File: src/rtl/fpg8_ctrl_pkg.sv
// rtl/fpg8_ctrl_pkg.sv - fpg8 control-unit opcodes, ALU/GPR codes, state encodings and control word
package fpg8_ctrl_pkg;

  localparam logic [3:0] OP_NOP   = 4'h0;
  localparam logic [3:0] OP_LOAD  = 4'h1;
  localparam logic [3:0] OP_STORE = 4'h2;
  localparam logic [3:0] OP_ADD   = 4'h3;
  localparam logic [3:0] OP_SUB   = 4'h4;
  localparam logic [3:0] OP_AND   = 4'h5;
  localparam logic [3:0] OP_OR    = 4'h6;
  localparam logic [3:0] OP_XOR   = 4'h7;
  localparam logic [3:0] OP_MOV   = 4'h8;
  localparam logic [3:0] OP_HALT  = 4'hF;

  localparam logic [2:0] ALU_ADD    = 3'd0;
  localparam logic [2:0] ALU_SUB    = 3'd1;
  localparam logic [2:0] ALU_AND    = 3'd2;
  localparam logic [2:0] ALU_OR     = 3'd3;
  localparam logic [2:0] ALU_XOR    = 3'd4;
  localparam logic [2:0] ALU_NOT    = 3'd5;
  localparam logic [2:0] ALU_PASS_Y = 3'd6;
  localparam logic [2:0] ALU_INC    = 3'd7;

  localparam logic [2:0] SEL_RD1 = 3'd0;
  localparam logic [2:0] SEL_RD2 = 3'd1;
  localparam logic [2:0] SEL_RS1 = 3'd2;
  localparam logic [2:0] SEL_RS2 = 3'd3;
  localparam logic [2:0] SEL_PC  = 3'd7;

  typedef enum logic [3:0] {
    ST_F0   = 4'd0,
    ST_F1   = 4'd1,
    ST_F2   = 4'd2,
    ST_F3   = 4'd3,
    ST_E0   = 4'd4,
    ST_E1   = 4'd5,
    ST_E2   = 4'd6,
    ST_HALT = 4'd7
  } state_t;

  typedef struct packed {
    logic [2:0] alu_control;
    logic       gpr_in;
    logic       gpr_out;
    logic [2:0] gpr_select;
    logic       ir_in;
    logic       mar_in;
    logic       mdr_in;
    logic       mdr_out;
    logic       ram_read;
    logic       ram_write;
    logic       y_in;
    logic       z_in;
    logic       z_out;
  } ctrl_word_t;

  function automatic logic is_alu_op(input logic [3:0] op);
    return (op >= OP_ADD) && (op <= OP_XOR);
  endfunction

  function automatic logic has_execute(input logic [3:0] op);
    return (op >= OP_LOAD) && (op <= OP_MOV);
  endfunction

  function automatic logic is_defined_op(input logic [3:0] op);
    return (op <= OP_MOV) || (op == OP_HALT);
  endfunction

  function automatic logic [2:0] alu_for_op(input logic [3:0] op);
    case (op)
      OP_SUB:  return ALU_SUB;
      OP_AND:  return ALU_AND;
      OP_OR:   return ALU_OR;
      OP_XOR:  return ALU_XOR;
      default: return ALU_ADD;
    endcase
  endfunction

endpackage

File: src/rtl/control_sequencer_if.sv
// rtl/control_sequencer_if.sv - fpg8 datapath control strobes plus the IR opcode fed back
interface control_sequencer_if;
  logic [3:0] opcode;
  logic [2:0] ALU_control;
  logic       GPR_in;
  logic       GPR_out;
  logic [2:0] GPR_select;
  logic       IR_in;
  logic       MAR_in;
  logic       MDR_in;
  logic       MDR_out;
  logic       RAM_enable_read;
  logic       RAM_enable_write;
  logic       Y_in;
  logic       Z_in;
  logic       Z_out;

  modport master (
    input  opcode,
    output ALU_control, GPR_in, GPR_out, GPR_select, IR_in, MAR_in, MDR_in, MDR_out,
           RAM_enable_read, RAM_enable_write, Y_in, Z_in, Z_out
  );

  modport slave (
    output opcode,
    input  ALU_control, GPR_in, GPR_out, GPR_select, IR_in, MAR_in, MDR_in, MDR_out,
           RAM_enable_read, RAM_enable_write, Y_in, Z_in, Z_out
  );
endinterface

File: src/rtl/control_word_decode.sv
// rtl/control_word_decode.sv - combinational micro-step + opcode to datapath control word
module control_word_decode
  import fpg8_ctrl_pkg::*;
#(
  parameter logic [2:0] PC_REG = 3'd7
) (
  input  state_t     state,
  input  logic [3:0] opcode,
  input  logic       enable,
  output ctrl_word_t cw
);

  always_comb begin
    cw = '0;
    if (enable) begin
      unique case (state)
        ST_F0: begin
          cw.gpr_select  = PC_REG;
          cw.gpr_out     = 1'b1;
          cw.mar_in      = 1'b1;
          cw.alu_control = ALU_INC;
          cw.z_in        = 1'b1;
        end
        ST_F1: begin
          cw.ram_read   = 1'b1;
          cw.z_out      = 1'b1;
          cw.gpr_select = PC_REG;
          cw.gpr_in     = 1'b1;
        end
        ST_F2: begin
          cw.mdr_out = 1'b1;
          cw.ir_in   = 1'b1;
        end
        ST_E0: begin
          cw.gpr_out = 1'b1;
          if (opcode == OP_STORE) begin
            cw.gpr_select = SEL_RD1;
            cw.mar_in     = 1'b1;
          end else if (opcode == OP_LOAD) begin
            cw.gpr_select = SEL_RS1;
            cw.mar_in     = 1'b1;
          end else begin
            cw.gpr_select = SEL_RS1;
            cw.y_in       = 1'b1;
          end
        end
        ST_E1: begin
          if (is_alu_op(opcode)) begin
            cw.gpr_select  = SEL_RS2;
            cw.gpr_out     = 1'b1;
            cw.alu_control = alu_for_op(opcode);
            cw.z_in        = 1'b1;
          end else if (opcode == OP_LOAD) begin
            cw.ram_read = 1'b1;
          end else if (opcode == OP_STORE) begin
            cw.gpr_select = SEL_RS1;
            cw.gpr_out    = 1'b1;
            cw.mdr_in     = 1'b1;
          end else begin
            cw.alu_control = ALU_PASS_Y;
            cw.z_in        = 1'b1;
          end
        end
        ST_E2: begin
          if (opcode == OP_STORE) begin
            cw.ram_write = 1'b1;
          end else begin
            // LOAD writes back from MDR, everything else from Z
            cw.gpr_select = SEL_RD1;
            cw.gpr_in     = 1'b1;
            cw.mdr_out    = (opcode == OP_LOAD);
            cw.z_out      = (opcode != OP_LOAD);
          end
        end
        default: ;
      endcase
    end
  end

endmodule

File: src/rtl/control_sequencer.sv
// rtl/control_sequencer.sv - fpg8 hardwired control unit: fetch/decode/execute sequencer
module control_sequencer
  import fpg8_ctrl_pkg::*;
#(
  parameter logic [2:0] PC_REG = 3'd7,
  parameter int         CNT_W  = 16
) (
  input  logic               clk,
  input  logic               reset,
  input  logic               step_en,
  control_sequencer_if.master bus,
  output logic               halted,
  output logic               illegal_op,
  output logic [CNT_W-1:0]   instr_count,
  output logic [3:0]         state_out
);

  state_t     state_q, state_d;
  logic       retire;
  ctrl_word_t cw;

  always_ff @(posedge clk or negedge reset) begin
    if (!reset) begin
      state_q     <= ST_F0;
      illegal_op  <= 1'b0;
      instr_count <= '0;
    end else if (step_en) begin
      state_q <= state_d;
      if (retire)
        instr_count <= instr_count + CNT_W'(1);
      if (state_q == ST_F3 && !is_defined_op(bus.opcode))
        illegal_op <= 1'b1;
    end
  end

  always_comb begin
    state_d = state_q;
    retire  = 1'b0;
    unique case (state_q)
      ST_F0: state_d = ST_F1;
      ST_F1: state_d = ST_F2;
      ST_F2: state_d = ST_F3;
      ST_F3: begin
        if (bus.opcode == OP_HALT) begin
          state_d = ST_HALT;
        end else if (has_execute(bus.opcode)) begin
          state_d = ST_E0;
        end else begin
          // NOP and undefined opcodes retire straight out of decode
          state_d = ST_F0;
          retire  = 1'b1;
        end
      end
      ST_E0: state_d = ST_E1;
      ST_E1: state_d = ST_E2;
      ST_E2: begin
        state_d = ST_F0;
        retire  = 1'b1;
      end
      ST_HALT: state_d = ST_HALT;
      default: state_d = ST_F0;
    endcase
  end

  // Strobes are held off while frozen and while reset is asserted
  control_word_decode #(.PC_REG(PC_REG)) u_decode (
    .state  (state_q),
    .opcode (bus.opcode),
    .enable (step_en & reset),
    .cw     (cw)
  );

  assign bus.ALU_control      = cw.alu_control;
  assign bus.GPR_in           = cw.gpr_in;
  assign bus.GPR_out          = cw.gpr_out;
  assign bus.GPR_select       = cw.gpr_select;
  assign bus.IR_in            = cw.ir_in;
  assign bus.MAR_in           = cw.mar_in;
  assign bus.MDR_in           = cw.mdr_in;
  assign bus.MDR_out          = cw.mdr_out;
  assign bus.RAM_enable_read  = cw.ram_read;
  assign bus.RAM_enable_write = cw.ram_write;
  assign bus.Y_in             = cw.y_in;
  assign bus.Z_in             = cw.z_in;
  assign bus.Z_out            = cw.z_out;

  assign halted    = (state_q == ST_HALT);
  assign state_out = state_q;

endmodule

File: src/flat_wrapper.sv
// flat-port wrapper written by rule: the top's interface ports become plain ports
module control_sequencer_flat import fpg8_ctrl_pkg::*;
#(
  parameter logic [2:0] PC_REG = 3'd7,
  parameter int         CNT_W  = 16
)
  (clk, reset, step_en, halted, illegal_op, instr_count, state_out, bus_opcode, bus_ALU_control, bus_GPR_in, bus_GPR_out, bus_GPR_select, bus_IR_in, bus_MAR_in, bus_MDR_in, bus_MDR_out, bus_RAM_enable_read, bus_RAM_enable_write, bus_Y_in, bus_Z_in, bus_Z_out);
  control_sequencer_if bus_i ();
  input  logic clk;
  input  logic reset;
  input  logic step_en;
  output logic halted;
  output logic illegal_op;
  output logic [CNT_W-1:0] instr_count;
  output logic [3:0] state_out;
  input wire logic [$bits(bus_i.opcode)-1:0] bus_opcode;
  output wire logic [$bits(bus_i.ALU_control)-1:0] bus_ALU_control;
  output wire logic [$bits(bus_i.GPR_in)-1:0] bus_GPR_in;
  output wire logic [$bits(bus_i.GPR_out)-1:0] bus_GPR_out;
  output wire logic [$bits(bus_i.GPR_select)-1:0] bus_GPR_select;
  output wire logic [$bits(bus_i.IR_in)-1:0] bus_IR_in;
  output wire logic [$bits(bus_i.MAR_in)-1:0] bus_MAR_in;
  output wire logic [$bits(bus_i.MDR_in)-1:0] bus_MDR_in;
  output wire logic [$bits(bus_i.MDR_out)-1:0] bus_MDR_out;
  output wire logic [$bits(bus_i.RAM_enable_read)-1:0] bus_RAM_enable_read;
  output wire logic [$bits(bus_i.RAM_enable_write)-1:0] bus_RAM_enable_write;
  output wire logic [$bits(bus_i.Y_in)-1:0] bus_Y_in;
  output wire logic [$bits(bus_i.Z_in)-1:0] bus_Z_in;
  output wire logic [$bits(bus_i.Z_out)-1:0] bus_Z_out;
  assign bus_i.opcode = bus_opcode;
  assign bus_ALU_control = bus_i.ALU_control;
  assign bus_GPR_in = bus_i.GPR_in;
  assign bus_GPR_out = bus_i.GPR_out;
  assign bus_GPR_select = bus_i.GPR_select;
  assign bus_IR_in = bus_i.IR_in;
  assign bus_MAR_in = bus_i.MAR_in;
  assign bus_MDR_in = bus_i.MDR_in;
  assign bus_MDR_out = bus_i.MDR_out;
  assign bus_RAM_enable_read = bus_i.RAM_enable_read;
  assign bus_RAM_enable_write = bus_i.RAM_enable_write;
  assign bus_Y_in = bus_i.Y_in;
  assign bus_Z_in = bus_i.Z_in;
  assign bus_Z_out = bus_i.Z_out;
  control_sequencer #(.PC_REG(PC_REG), .CNT_W(CNT_W)) u_core (.clk(clk), .reset(reset), .step_en(step_en), .bus(bus_i), .halted(halted), .illegal_op(illegal_op), .instr_count(instr_count), .state_out(state_out));
endmodule
File: config.mk
export PLATFORM = sky130hd
export DESIGN_NAME = control_sequencer_flat
export DESIGN_NICKNAME = d
export VERILOG_FILES = /design/src/rtl/fpg8_ctrl_pkg.sv /design/src/rtl/control_sequencer_if.sv /design/src/rtl/control_word_decode.sv /design/src/rtl/control_sequencer.sv /design/src/flat_wrapper.sv
export SDC_FILE = /design/constraint.sdc
export NUM_CORES = 1
export LEC_CHECK = 0
export CAP_MARGIN = 20
export CORE_AREA = 2 2 64 66
export CTS_CLUSTER_SIZE = 10
export DETAILED_ROUTE_END_ITERATION = 7
export DIE_AREA = 0 0 66 68
export HOLD_SLACK_MARGIN = 0.06
export PLACE_DENSITY = 0.76
export SLEW_MARGIN = 5
export SYNTH_ARGS = -nofsm -noshare
export SYNTH_HDL_FRONTEND = slang
export SYNTH_SLANG_ARGS = --single-unit
export TNS_END_PERCENT = 5
File: constraint.sdc
create_clock -name clk -period 1.65 [get_ports clk]
set_clock_uncertainty 0.1 [all_clocks]
set_input_delay 0.2475 -clock clk [delete_from_list [all_inputs] [get_ports clk]]
set_output_delay 0.2475 -clock clk [all_outputs]
set_load 0.01 [all_outputs]
=== After elaboration in Yosys (flattened, before gate mapping) ===
Index checks and enable logic that the tools add are counted.

* Register bits after elaboration: 21
* Input bits: 7
* Output and inout bits: 39
* Word-level logic and storage cells: 75

* $add $sub $neg: 1
* $lt $le $gt $ge: 4
* Eq/ne operators: 15
* Muxes and demuxes: 41
* Bitwise gates (word level): 1
* Reduce and logical (&&, ||, !) cells: 10

{| class="wikitable"
|+ Operators with widths
! kind !! number
|-
| == test 4 x 3 -> 1 bit (second input constant) || 8
|-
| case mux 4 bit (7 select lines) || 1
|-
| 2-to-1 mux 1 bit || 19
|-
| 2-to-1 mux 17 bit || 1
|-
| adder 16 x 1 -> 16 bit (second input constant) || 1
|-
| 2-to-1 mux 4 bit || 4
|-
| case mux 1 bit (2 select lines) || 8
|-
| == test 4 x 2 -> 1 bit (second input constant) || 3
|-
| 2-to-1 mux 3 bit || 4
|-
| case mux 3 bit (4 select lines) || 1
|-
| case mux 3 bit (3 select lines) || 1
|-
| == test 4 x 1 -> 1 bit (second input constant) || 2
|-
| case mux 3 bit (2 select lines) || 1
|-
| == test 4 bit (second input constant) || 1
|-
| >= comparator 4 x 1 -> 1 bit (second input constant) || 1
|-
| >= comparator 4 x 2 -> 1 bit (second input constant) || 1
|-
| less-or-equal comparator 4 x 3 -> 1 bit (second input constant) || 1
|-
| less-or-equal comparator 4 bit (second input constant) || 1
|-
| zero test 4 bit || 1
|-
| != test 4 x 1 -> 1 bit (second input constant) || 1
|-
| AND reduction 2 bit || 2
|-
| OR reduction 2 bit || 2
|-
| logical AND 1 bit || 3
|-
| 2-to-1 mux 2 bit || 1
|-
| other kinds (3) || 3
|}

=== Depth between registers and ports, before layout ===
Gate-level depths: netlist of run 1.

* Word-level depth: 6
* Depth in mapped cells: 6
* Gate-level depth less buffers: 5

=== Cells and area by module ===
Synthesis of run 1 repeated with hierarchy kept, for this count alone.

* Cells, all modules: 158
* Area, all modules: 1391.3 µm²

{| class="wikitable"
|+ Modules (own cells, without submodules)
! module !! instances !! cells an instance !! area each (µm²) !! sequential area each (µm²)
|-
| control_sequencer || 1 || 101 || 1053.5 || 500.5
|-
| control_word_decode || 1 || 57 || 337.8 || 0.0
|}

=== Worst setup path before layout of run 1 ===
No wires, ideal clock.

* Path type: register -> register
* Start point: register u_core.state_q[2] (netlist: u_core.state_out[2])
* End point: register u_core.instr_count[3]
* Setup time: 0.132 ns
* Arrival: 1.517 ns
* Data required time: 1.418 ns
* Slack: -0.099 ns
* Cell stages (with the launch flop): 7
* Buffers on the path: 2
* Period minus slack after synthesis: 1.749 ns
* Cell sequence: dfrtp_1 -> buf_4 -> nor2b_4 -> o311ai_2 -> buf_6 -> nor3_1 -> xor2_1

* Longest elaborated chain between the ends: 3
* Elaborated cells on any way between the ends: 4
* Classes of those cells: 2 x eq/ne; 1 x mux; 1 x reduce/logical

{| class="wikitable"
|+ RTL lines
! element !! line !! source
|-
| start, declared || control_sequencer.sv:18 || <nowiki>state_t state_q, state_d;</nowiki>
|-
| start signal, assigned || control_sequencer.sv:28 || <nowiki>state_q <= state_d;</nowiki>
|-
| == test 4 x 3 -> 1 bit or == test 4 x 2 -> 1 bit (tied branches) || control_sequencer.sv:39 || <nowiki>unique case (state_q)</nowiki>
|-
| case mux 1 bit (2 select lines) * || control_sequencer.sv:39 ||
|-
| AND reduction 2 bit (no line) * || -- ||
|-
| end signal, assigned || control_sequencer.sv:30 || <nowiki>instr_count <= instr_count + CNT_W'(1);</nowiki>
|-
| end, declared || control_sequencer.sv:14 || <nowiki>output logic [CNT_W-1:0] instr_count,</nowiki>
|}

Every way passes the cells marked *; elsewhere a longest branch is shown, timed or not.
A chain may end at the register's enable or synchronous reset.

=== Final worst setup path of run 1 ===
* Start point: register u_core.state_q[2] (netlist: u_core.state_out[2])
* End point: register u_core.instr_count[9]

The elaborated chain is that of the path after synthesis.

==> results.tsv, run 1 <==
stage	metric	value	unit
sta	rsz0062_at_grt	true	
worst_setup_path	critPathKind	reg2reg	
clock_tree	clk_pin_slew	0.08	ns
cells_and_area	final_cells	299	
detailed_routing	drt_iter0_markers	117	
cells_and_area	layout.cells.most_common_list	38 x buf_4, 16 x dfrtp_1, 15 x xor2_1	
pwr	peakVddDrop	1290	µV
synthesis	ys_types	44	
worst_setup_path	critPathArrivalTime	1.91	ns
pwr	switchingPower	1210	µW
sta	finalCritPeriodShare	113	%
detailed_routing	num_vias	1587	
die	core	0.00386	mm²
pwr	p_comb_share	62.3	%
pwr	p_per_area	1250	mW/mm²
sta	tightest_slew	0.533	ns
worst_setup_path	slowest_stage	dfrtp_2	
die	ios	46	
synthesis	synth_area_leaders	dfrtp_1 35%, xor2_1 9.7%, a21oi_1 4.8%	
pwr	netSwitchingFraction	39.0	%
synthesis	yosysTopAreaCell	dfrtp_1	
placement	hpwl	3.00	mm
grt	grt.total_usage	19.3	%
synthesis	yosysSeqAreaShare	34.5	%
grt	antenna_found_initial	0	
synthesis	synth_area	0.00145	mm²
clock_tree	ctsHoldBuffers	0	
worst_setup_path	critPathMaxFanout	7	
worst_setup_path	startpoint_type	flop	
detailed_routing	drt-total-wl	4.68	mm
clock_tree	clk_latency	0.26	ns
clock_tree	h-tree-depth	1	
synthesis	ys_seq_elements	20	
placement	dpl-instance-area	0.00220	mm²
cells_and_area	drive_gt1_share	42.2	%
grt	grt-ovfl-total	0	
detailed_routing	ant_nets	0	
sta	slew_violations	0	
synthesis	ys_async_sr_fraction	100	%
cells_and_area	areaGrowthSynthToFinish	71.1	%
pwr	finalPower	3090	µW
pwr	p_int	1890	µW
detailed_routing	dr.pass1.iters	4	
pwr	p_seq_share	21.9	%
sta	setup_tns	-4.17	ns
sta	fmax	535	MHz
sta	finalHoldViolCount	0	
die	initial_core_util	37.6	%
synthesis	avgSynthCellArea	8.68	µm²
worst_setup_path	worst_ep_required_time	1.69	ns
synthesis	syn_inst	167	
placement	dp_slack	-0.711	ns
run_status	violations	setup timing	
sta	post-route-min-period	1.87	ns
cells_and_area	diodes	0	
pwr	power_leakage	0.00120	µW
clock_tree	cts_sinks	20	
die	die_area	0.00449	mm²
clock_tree	numCtsBuffers	3	
detailed_routing	via_per_inst	5.31	
sta	setup_viol	30	
hold_path	hold_path_class	in2async	
placement	dp_cells	287	
run	max_cap_violations	0	
clock_tree	root_buffer	clkbuf_8	
placement	portBuffers	44	
clock_tree	cts_tree	yes	
worst_setup_path	critical_path.endpoint_type	flop	
clock_tree	clock_path_buffers	2	
synthesis	synth_edf_count	0	
worst_setup_path	crit_top_cell	buf_6	
grt	grt_pass1_wl	6.80	mm
worst_setup_path	slowest_delay	0.45	ns
die	fp-row-count	23	
detailed_routing	route.detailed.drc	0	
cells_and_area	final_common_cell	buf_4	
detailed_routing	dr.max_layer_used	met4	
cells_and_area	fin_area	0.00248	mm²
detailed_routing	routed-wl-met2	2.34	mm
grt	grt_pass1_vias	1505	
die	die_w	66	µm
synthesis	synth_top_flop_cell	dfrtp_1	
synthesis	synth_top_area_share	34.5	%
pwr	clkPwrFrac	15.8	%
cells_and_area	final_nets	258	
run_status	outcome	finished with violations	
detailed_routing	wl_met3	238	µm
sta	timing.final.ws_setup	-0.221	ns
synthesis	synth_warnings	0	
worst_setup_path	crit_chain	buf_6 -> nor2b_4 -> buf_6 -> o311ai_4 -> clkbuf_16 -> nor4_4 -> xor2_1	
placement	place_congestion	0.869	
detailed_routing	m1WireLength	2.02	mm
detailed_routing	routedWlPerCell	15.6	µm
die	die_y	68	µm
synthesis	syn_nets	175	
grt	grt_max_degree	21	
sta	relSlewSlack	64.4	%
## synth_stat cells, types with 4 or more instances
| master | instances |
|---|---|
| nor4_1 | 4 |
| a21oi_1 | 14 |
| dfrtp_1 | 20 |
| and3_1 | 4 |
| nor2_1 | 16 |
| nand3_1 | 7 |
| nand2_1 | 10 |
| nor3_1 | 6 |
| clkbuf_1 | 5 |
| o21ai_0 | 5 |
| nor4_2 | 4 |
| inv_1 | 6 |
| xor2_1 | 16 |
## state kept, by name, summed over array words and instances (netlist names)
register / count
u_core.instr_count: 16
u_core.state_out: 3
u_core.illegal_op: 1
## area by class of cell
| cell class | instances | area (µm²) |
|---|---|---|
| clock buffers | 3 | 41.3 |
| clock inverters | 1 | 30.0 |
| fillers | 299 | 1380 |
| inverters | 6 | 22.5 |
| multi-input cells | 128 | 1030 |
| flip-flops and latches | 20 | 505 |
| well taps | 50 | 62.6 |
| repair buffers | 91 | 783 |
## timing repair
item / in CTS / in global routing
cloned: 1 / 1
buffers inserted: 4 / 2
setup endpoints to repair: 38 / 40
gates resized for setup: 99 / 27
pin swaps: 11 / 7
## critical path: cells and delay by family, from the launching register on
family | cells | cell delay [ns]
buffers and inverters | 3 | 0.50
flip-flops | 1 | 0.45
AO/OA/AOI/OAI | 1 | 0.36
AND/OR/NAND/NOR | 2 | 0.17
XOR/XNOR | 1 | 0.16
## power by group through the flow
| stage | sequential, µW | clock (µW) | combinational [µW] |
|---|---|---|---|
| after floorplan | 703 | 0 | 771 |
| after global placement | 674 | 0 | 1580 |
| after detailed placement | 678 | 0 | 1590 |
| after CTS | 679 | 493 | 1780 |
| after global routing | 693 | 509 | 2060 |
| final | 679 | 489 | 1930 |
## cells by family after synthesis
kind of cell             share of synthesized area (%)
AO/OA/AOI/OAI                                     16.1
XOR/XNOR                                          10.9
adder cells (fa/ha/maj)                          0.863
buffers and inverters                             7.25
flip-flops                                        34.5
multiplexers                                     0.691
other                                            0.259
AND/OR/NAND/NOR                                   29.4
## through the flow
stage / hold slack, ns / util (%)
floorplan: -0.148 / -
global placement: 0.355 / 57.2
detailed placement: 0.356 / 57.2
CTS: 0.147 / 61.8
global route: 0.158 / 64.3
finish: 0.120 / 64.3
## layer usage
metal,vias to the layer above,track usage [%]
li1,752,-
met1,780,26.0
met2,47,32.8
met3,8,3.29
met4,0,3.83
met5,-,0
## worst paths after layout
path / startpoint / to / slack (ns) / cells after the start
min reg2reg: u_core.instr_count[15]$_DFFE_PN0P_ / u_core.instr_count[15]$_DFFE_PN0P_ / 0.37 / 1
max: u_core.state_out[2]$_DFFE_PN0P_ / u_core.instr_count[9]$_DFFE_PN0P_ / -0.22 / 7
max in group asynchronous: reset / u_core.instr_count[4]$_DFFE_PN0P_ / 1.10 / 3
min: reset / u_core.instr_count[12]$_DFFE_PN0P_ / 0.12 / 3
min in group clk: u_core.instr_count[15]$_DFFE_PN0P_ / u_core.instr_count[15]$_DFFE_PN0P_ / 0.37 / 1
max reg2reg: u_core.state_out[2]$_DFFE_PN0P_ / u_core.instr_count[9]$_DFFE_PN0P_ / -0.22 / 7
(Power assumes the default switching activity.)
==> run 2: changes to the inputs <==
--- a/config.mk
+++ b/config.mk
@@ -10,6 +10,7 @@
 export CTS_CLUSTER_SIZE = 10
 export DETAILED_ROUTE_END_ITERATION = 7
 export DIE_AREA = 0 0 66 68
+export GPL_TIMING_DRIVEN = 0
 export HOLD_SLACK_MARGIN = 0.06
 export PLACE_DENSITY = 0.76
 export SLEW_MARGIN = 5
==> run 2 against run 1 <==
  * The flow still finishes with violations (setup timing)
  * Routed wire length shrank 9.4%
  * Sequential share of layout area rose by 2.3 points
  * Register-to-register slack got worse by 0.03 ns
  * Non-clock buffer count decreased by 20
  * Utilization down 6.4 points
  * Global-route usage decreased by 1.1 points
  * Sequential power about the same
  * Die area did not move
  * First-iteration DRC count decreased by 20%
  * Final area fell by 10%
  * Clock power is 36% lower
  * Final cell count is 7.0% lower
  * Critical endpoint is now u_core.instr_count[7]$_DFFE_PN0P_
  * Largest cell class unchanged
  * Highest routed layer unchanged
==> results.tsv, run 2 (synthesis gave the netlist of run 1 again) <==
stage	metric	value	unit
sta	tightest_slew	0.889	ns
hold_path	worstHoldStart	step_en	
detailed_routing	via_per_inst	5.37	
clock_tree	cts_sinks	20	
pwr	finalPower	2740	µW
sta	slew_violations	0	
clock_tree	clk_latency	0.26	ns
grt	antenna_found_initial	0	
die	initial_core_util	37.6	%
cells_and_area	largest_reg_flops	16	
worst_setup_path	startpoint_type	flop	
pwr	netSwitchingFraction	41.5	%
grt	grt_pass1_wl	6.43	mm
detailed_routing	ant_nets	0	
clock_tree	clock_path_buffers	2	
sta	relSlewSlack	40.5	%
cells_and_area	final_nets	238	
detailed_routing	dr.pass1.iters	5	
sta	setup_viol	32	
pwr	power_leakage	0.00103	µW
worst_setup_path	reg2reg_slack	-0.25	ns
worst_setup_path	r2r-start	u_core.state_out[0]$_DFFE_PN0P_	
placement	portBuffers	42	
placement	hpwl	2.59	mm
sta	timing.final.ws_setup	-0.254	ns
detailed_routing	routedWlPerCell	15.2	µm
sta	finalCritPeriodShare	115	%
detailed_routing	drt-total-wl	4.24	mm
cells_and_area	register_area	505	µm²
sta	finalHoldViolCount	0	
cells_and_area	n_fill_cell	346	
placement	place_congestion	0.817	
pwr	p_per_area	1230	mW/mm²
hold_path	whs_endpoint	u_core.state_out[0]$_DFFE_PN0P_	
die	die_y	68	µm
pwr	p_comb_share	63.6	%
pwr	peakVddDrop	719	µV
hold_path	hold_path_class	in2reg	
grt	grt-ovfl-total	0	
worst_setup_path	critPathMaxFanout	7	
clock_tree	h-tree-depth	1	
clock_tree	clk_pin_slew	0.07	ns
run_status	violations	setup timing	
sta	hold_slack	0.285	ns
pwr	p_int	1600	µW
sta	post-route-min-period	1.90	ns
worst_setup_path	critPathArrivalTime	1.97	ns
worst_setup_path	critical_path.endpoint_type	flop	
placement	dp_cells	259	
cells_and_area	multi_input_area	980	µm²
worst_setup_path	critPathKind	reg2reg	
detailed_routing	route.detailed.drc	0	
cells_and_area	areaGrowthSynthToFinish	54.0	%
pwr	switchingPower	1140	µW
cells_and_area	diodes	0	
worst_setup_path	worst_ep_required_time	1.72	ns
die	fp-row-count	23	
cells_and_area	final_common_cell	clkdlybuf4s50_1	
grt	grt.total_usage	18.2	%
placement	dp_slack	-1.69	ns
sta	rsz0062_at_grt	true	
clock_tree	numCtsBuffers	3	
run	max_cap_violations	0	
worst_setup_path	rr_endpoint	u_core.instr_count[7]$_DFFE_PN0P_	
clock_tree	cts_tree	yes	
pwr	clkPwrFrac	11.5	%
die	die_area	0.00449	mm²
cells_and_area	layout.cells.most_common_list	19 x clkdlybuf4s50_1, 18 x buf_2, 16 x dfrtp_1	
clock_tree	root_buffer	clkbuf_8	
detailed_routing	num_vias	1493	
run_status	outcome	finished with violations	
die	core	0.00386	mm²
detailed_routing	drt_iter0_markers	94	
cells_and_area	top_register	u_core.instr_count	
die	die_w	66	µm
cells_and_area	drive_gt1_share	37.3	%
hold_path	hold_path_depth	2	
worst_setup_path	r2r_cells	7	
grt	grt_max_degree	21	
grt	grt_pass1_vias	1388	
die	ios	46	
sta	fmax	525	MHz
cells_and_area	final_cells	278	
pwr	p_seq_share	24.9	%
[run 2: repair_timing]
| action | CTS | global route |
|---|---|---|
| endpoints found under the hold margin | 20 | 0 |
| setup buffers | 12 | 2 |
| setup endpoints to repair | 34 | 38 |
| resized for setup | 118 | 23 |
| cloned | 1 | 1 |
| pin swaps | 4 | 7 |
| hold buffers | 1 | 0 |
[run 2: worst max path at each step]
stage | slack [ns] | depth (start not counted) | from | end
4_1_cts | -0.20 | 7 | u_core.state_out[2]$_DFFE_PN0P_ | u_core.instr_count[3]$_DFFE_PN0P_
3_3_place_gp | -1.67 | 6 | reset | bus_MAR_in
5_1_grt | -0.34 | 7 | u_core.state_out[0]$_DFFE_PN0P_ | u_core.instr_count[7]$_DFFE_PN0P_
2_1_floorplan | -0.06 | 6 | bus_opcode[1] | u_core.instr_count[12]$_DFFE_PN0P_
6_report | -0.25 | 7 | u_core.state_out[0]$_DFFE_PN0P_ | u_core.instr_count[7]$_DFFE_PN0P_
3_5_place_dp | -1.69 | 6 | reset | bus_MAR_in
[run 2: worst max-delay path, cell delays in order (launching register included)]
cell	delay, ns
dfrtp_1	0.42
buf_6	0.16
nor2b_4	0.16
buf_6	0.13
o311ai_4	0.16
buf_6	0.18
nor4_2	0.30
xor2_1	0.20
[run 2: power groups by stage]
stage	Sequential (µW)	Clock (µW)	Combinational, µW
floorplan	703	0	771
global placement	679	0	1270
detailed placement	676	0	1280
CTS	673	325	1570
global route	695	348	1860
finish	681	315	1740
[run 2: per-layer routing]
metal / vias to the layer above / wire (µm) / track usage (%) / share of wire, %
met5: - / 0 / 0 / 0
met4: 0 / 52 / 4.34 / 1.2
met3: 6 / 153 / 2.80 / 3.6
met2: 39 / 2120 / 30.6 / 50
met1: 738 / 1910 / 24.8 / 45
li1: 710 / - / - / -
[run 2: layout make-up]
type	count	area share, %
sequential	20	22.7
inverter	6	1.01
timing repair buffer	59	21.5
clock buffer	3	1.85
buffer	12	6.28
tap	50	2.80
multi-input combinational	128	43.9
[run 2: per-stage QoR]
step | setup TNS, ns | instance area, µm² | utilization [%]
6_report | -4.70 | 2230 | 57.9
5_1_grt | -6.71 | 2230 | 57.9
4_1_cts | -3.89 | 2140 | 55.5
3_5_place_dp | -32.46 | 1950 | 50.6
3_3_place_gp | -31.86 | 1950 | 50.6
2_1_floorplan | -0.572 | 1470 | -
==> run 3: changes to the inputs <==
--- a/config.mk
+++ b/config.mk
@@ -6,15 +6,15 @@
 export NUM_CORES = 1
 export LEC_CHECK = 0
 export CAP_MARGIN = 20
-export CORE_AREA = 2 2 64 66
+export CORE_AREA = 2 2 58 74
 export CTS_CLUSTER_SIZE = 10
 export DETAILED_ROUTE_END_ITERATION = 7
-export DIE_AREA = 0 0 66 68
+export DIE_AREA = 0 0 60 76
 export GPL_TIMING_DRIVEN = 0
 export HOLD_SLACK_MARGIN = 0.06
-export PLACE_DENSITY = 0.76
+export PLACE_DENSITY = 0.74
 export SLEW_MARGIN = 5
 export SYNTH_ARGS = -nofsm -noshare
 export SYNTH_HDL_FRONTEND = slang
 export SYNTH_SLANG_ARGS = --single-unit
-export TNS_END_PERCENT = 5
+export TNS_END_PERCENT = 100
==> run 3 against run 2 <==
  * Global-route usage is 1.8 points higher
  * Utilization grew 5.9 points
  * Count of clock-buffer cells in the layout increased by 1
  * Sequential power is 2% higher
  * Hold slack improved by 0.013 ns
  * Critical path type unchanged
  * The run still ends with setup timing left
  * Routed wire length is 5.9% higher
==> results.tsv, run 3 (synthesis gave the netlist of run 1 again) <==
stage	metric	value	unit
run_status	outcome	finished with violations	
run_status	violations	setup timing	
sta	tightest_slew	0.922	ns
worst_setup_path	critPathArrivalTime	1.94	ns
detailed_routing	ant_nets	0	
clock_tree	clock_path_buffers	2	
sta	relSlewSlack	38.3	%
worst_setup_path	critical_path.endpoint	u_core.instr_count[11]$_DFFE_PN0P_	
cells_and_area	top_register	u_core.instr_count	
detailed_routing	drt_iter0_markers	80	
pwr	power_leakage	0.00112	µW
die	die_w	60	µm
pwr	p_seq_share	22.5	%
detailed_routing	routedWlPerCell	15.5	µm
clock_tree	clk_pin_slew	0.08	ns
worst_setup_path	r2r_cells	6	
worst_setup_path	r2r-start	u_core.state_out[2]$_DFFE_PN0P_	
sta	slew_violations	0	
grt	grt-ovfl-total	0	
clock_tree	numCtsBuffers	3	
cells_and_area	layout.cells.most_common_list	18 x clkdlybuf4s50_1, 17 x buf_4, 15 x buf_2	
grt	grt.total_usage	19.9	%
clock_tree	cts_sinks	20	
grt	grt_max_degree	21	
grt	antenna_found_initial	0	
sta	hold_slack	0.298	ns
pwr	peakVddDrop	607	µV
cells_and_area	largest_reg_flops	16	
worst_setup_path	startpoint_type	flop	
worst_setup_path	critPathKind	reg2reg	
clock_tree	root_buffer	clkbuf_8	
placement	hpwl	2.54	mm
clock_tree	clk_latency	0.26	ns
cells_and_area	finish.utilization	63.8	%
grt	grt_pass1_wl	7.22	mm
cells_and_area	final_common_cell	clkdlybuf4s50_1	
detailed_routing	route.detailed.drc	0	
die	die_area	0.00456	mm²
placement	place_congestion	0.840	
detailed_routing	drt-total-wl	4.49	mm
detailed_routing	num_vias	1534	
pwr	netSwitchingFraction	42.1	%
detailed_routing	dr.pass1.iters	4	
pwr	finalPower	3100	µW
worst_setup_path	crit_path_start	u_core.state_out[2]$_DFFE_PN0P_	
worst_setup_path	critPathMaxFanout	5	
worst_setup_path	rr_endpoint	u_core.instr_count[11]$_DFFE_PN0P_	
cells_and_area	drive_gt1_share	47.9	%
worst_setup_path	critical_path.endpoint_type	flop	
sta	timing.final.ws_setup	-0.207	ns
hold_path	hold_path_class	in2reg	
sta	fmax	538	MHz
die	fp-row-count	26	
pwr	switchingPower	1310	µW
cells_and_area	diodes	0	
sta	finalCritPeriodShare	113	%
die	ios	46	
pwr	clkPwrFrac	12.5	%
die	core	0.00394	mm²
worst_setup_path	reg2reg_slack	-0.21	ns
sta	setup_tns	-3.94	ns
detailed_routing	via_per_inst	5.29	
pwr	p_comb_share	65.0	%
pwr	p_int	1800	µW
hold_path	hold_path_depth	3	
sta	finalHoldViolCount	0	
die	die_y	76	µm
die	initial_core_util	36.8	%
sta	post-route-min-period	1.86	ns
worst_setup_path	worst_ep_required_time	1.73	ns
pwr	p_per_area	1240	mW/mm²
cells_and_area	final_nets	243	
placement	portBuffers	42	
run	max_cap_violations	0	
clock_tree	cts_tree	yes	
grt	grt_pass1_vias	1550	
clock_tree	h-tree-depth	1	
sta	setup_viol	29	
sta	rsz0062_at_grt	true	
cells_and_area	areaGrowthSynthToFinish	73.2	%
[run 3: changes by cell type in the layout (fill, tap and decap cells not counted), sizes merged]
cell           previous run  this run
buf                      42        49
clkdlybuf4s50            19        18
clkbuf                    7         6
clkdlybuf4s15             3         2
dlygate4sd2               1         3
[run 3: through the flow]
step / instances / setup slack, ns / cell area [µm²]
after global routing: 290 / -0.255 / 2510
final: 290 / -0.207 / 2510
after global placement: 265 / -1.67 / 1980
after CTS: 288 / -0.177 / 2410
after detailed placement: 265 / -1.68 / 1980
after floorplan: 167 / -0.0420 / 1490
[run 3: critical path, stage by stage (launching register included)]
cell      delay [ns]
dfrtp_1         0.42
buf_4           0.19
xor2_2          0.21
o311ai_4        0.18
buf_4           0.18
nor4_4          0.31
xor2_1          0.20
[run 3: worst min-delay path by stage]
stage | start | to | slack [ns]
after detailed placement | u_core.instr_count[15]$_DFFE_PN0P_ | u_core.instr_count[15]$_DFFE_PN0P_ | 0.36
after CTS | step_en | u_core.state_out[0]$_DFFE_PN0P_ | 0.27
after floorplan | reset | u_core.illegal_op$_DFFE_PN0P_ | -0.15
after global placement | u_core.instr_count[15]$_DFFE_PN0P_ | u_core.instr_count[15]$_DFFE_PN0P_ | 0.36
after global routing | bus_opcode[2] | u_core.illegal_op$_DFFE_PN0P_ | 0.31
final | bus_opcode[2] | u_core.illegal_op$_DFFE_PN0P_ | 0.30
[run 3: cell type report]
cell class                 instances  area [µm²]
fill                             299        1430
inverter                           6        25.0
buffer                            12         156
timing repair buffer              64         562
sequential                        20         509
tap                               56        70.1
multi-input combinational        128        1130
clock buffer                       4        55.1
[run 3: power groups by stage]
stage	logic (µW)	registers (µW)	clock network [µW]
after floorplan	783	706	0
after global placement	1280	689	0
after CTS	1820	684	387
final	2020	697	387
after detailed placement	1290	686	0
after global routing	2140	713	414
[run 3: metal layers]
layer | global-route usage (%) | vias to the layer above | wire (µm)
met4 | 6.67 | 0 | 60
met2 | 34.5 | 55 | 2440
li1 | - | 718 | -
met1 | 24.4 | 754 | 1820
met3 | 2.89 | 7 | 163
met5 | 0 | - | 0
[run 3: what timing repair did]
item / CTS / global route
setup buffers: 16 / 2
endpoints found under the hold margin: 20 / 0
cloned: 3 / 0
pin swaps: 16 / 7
setup endpoints to repair: 34 / 39
gates resized for setup: 148 / 26
hold buffers: 1 / 0
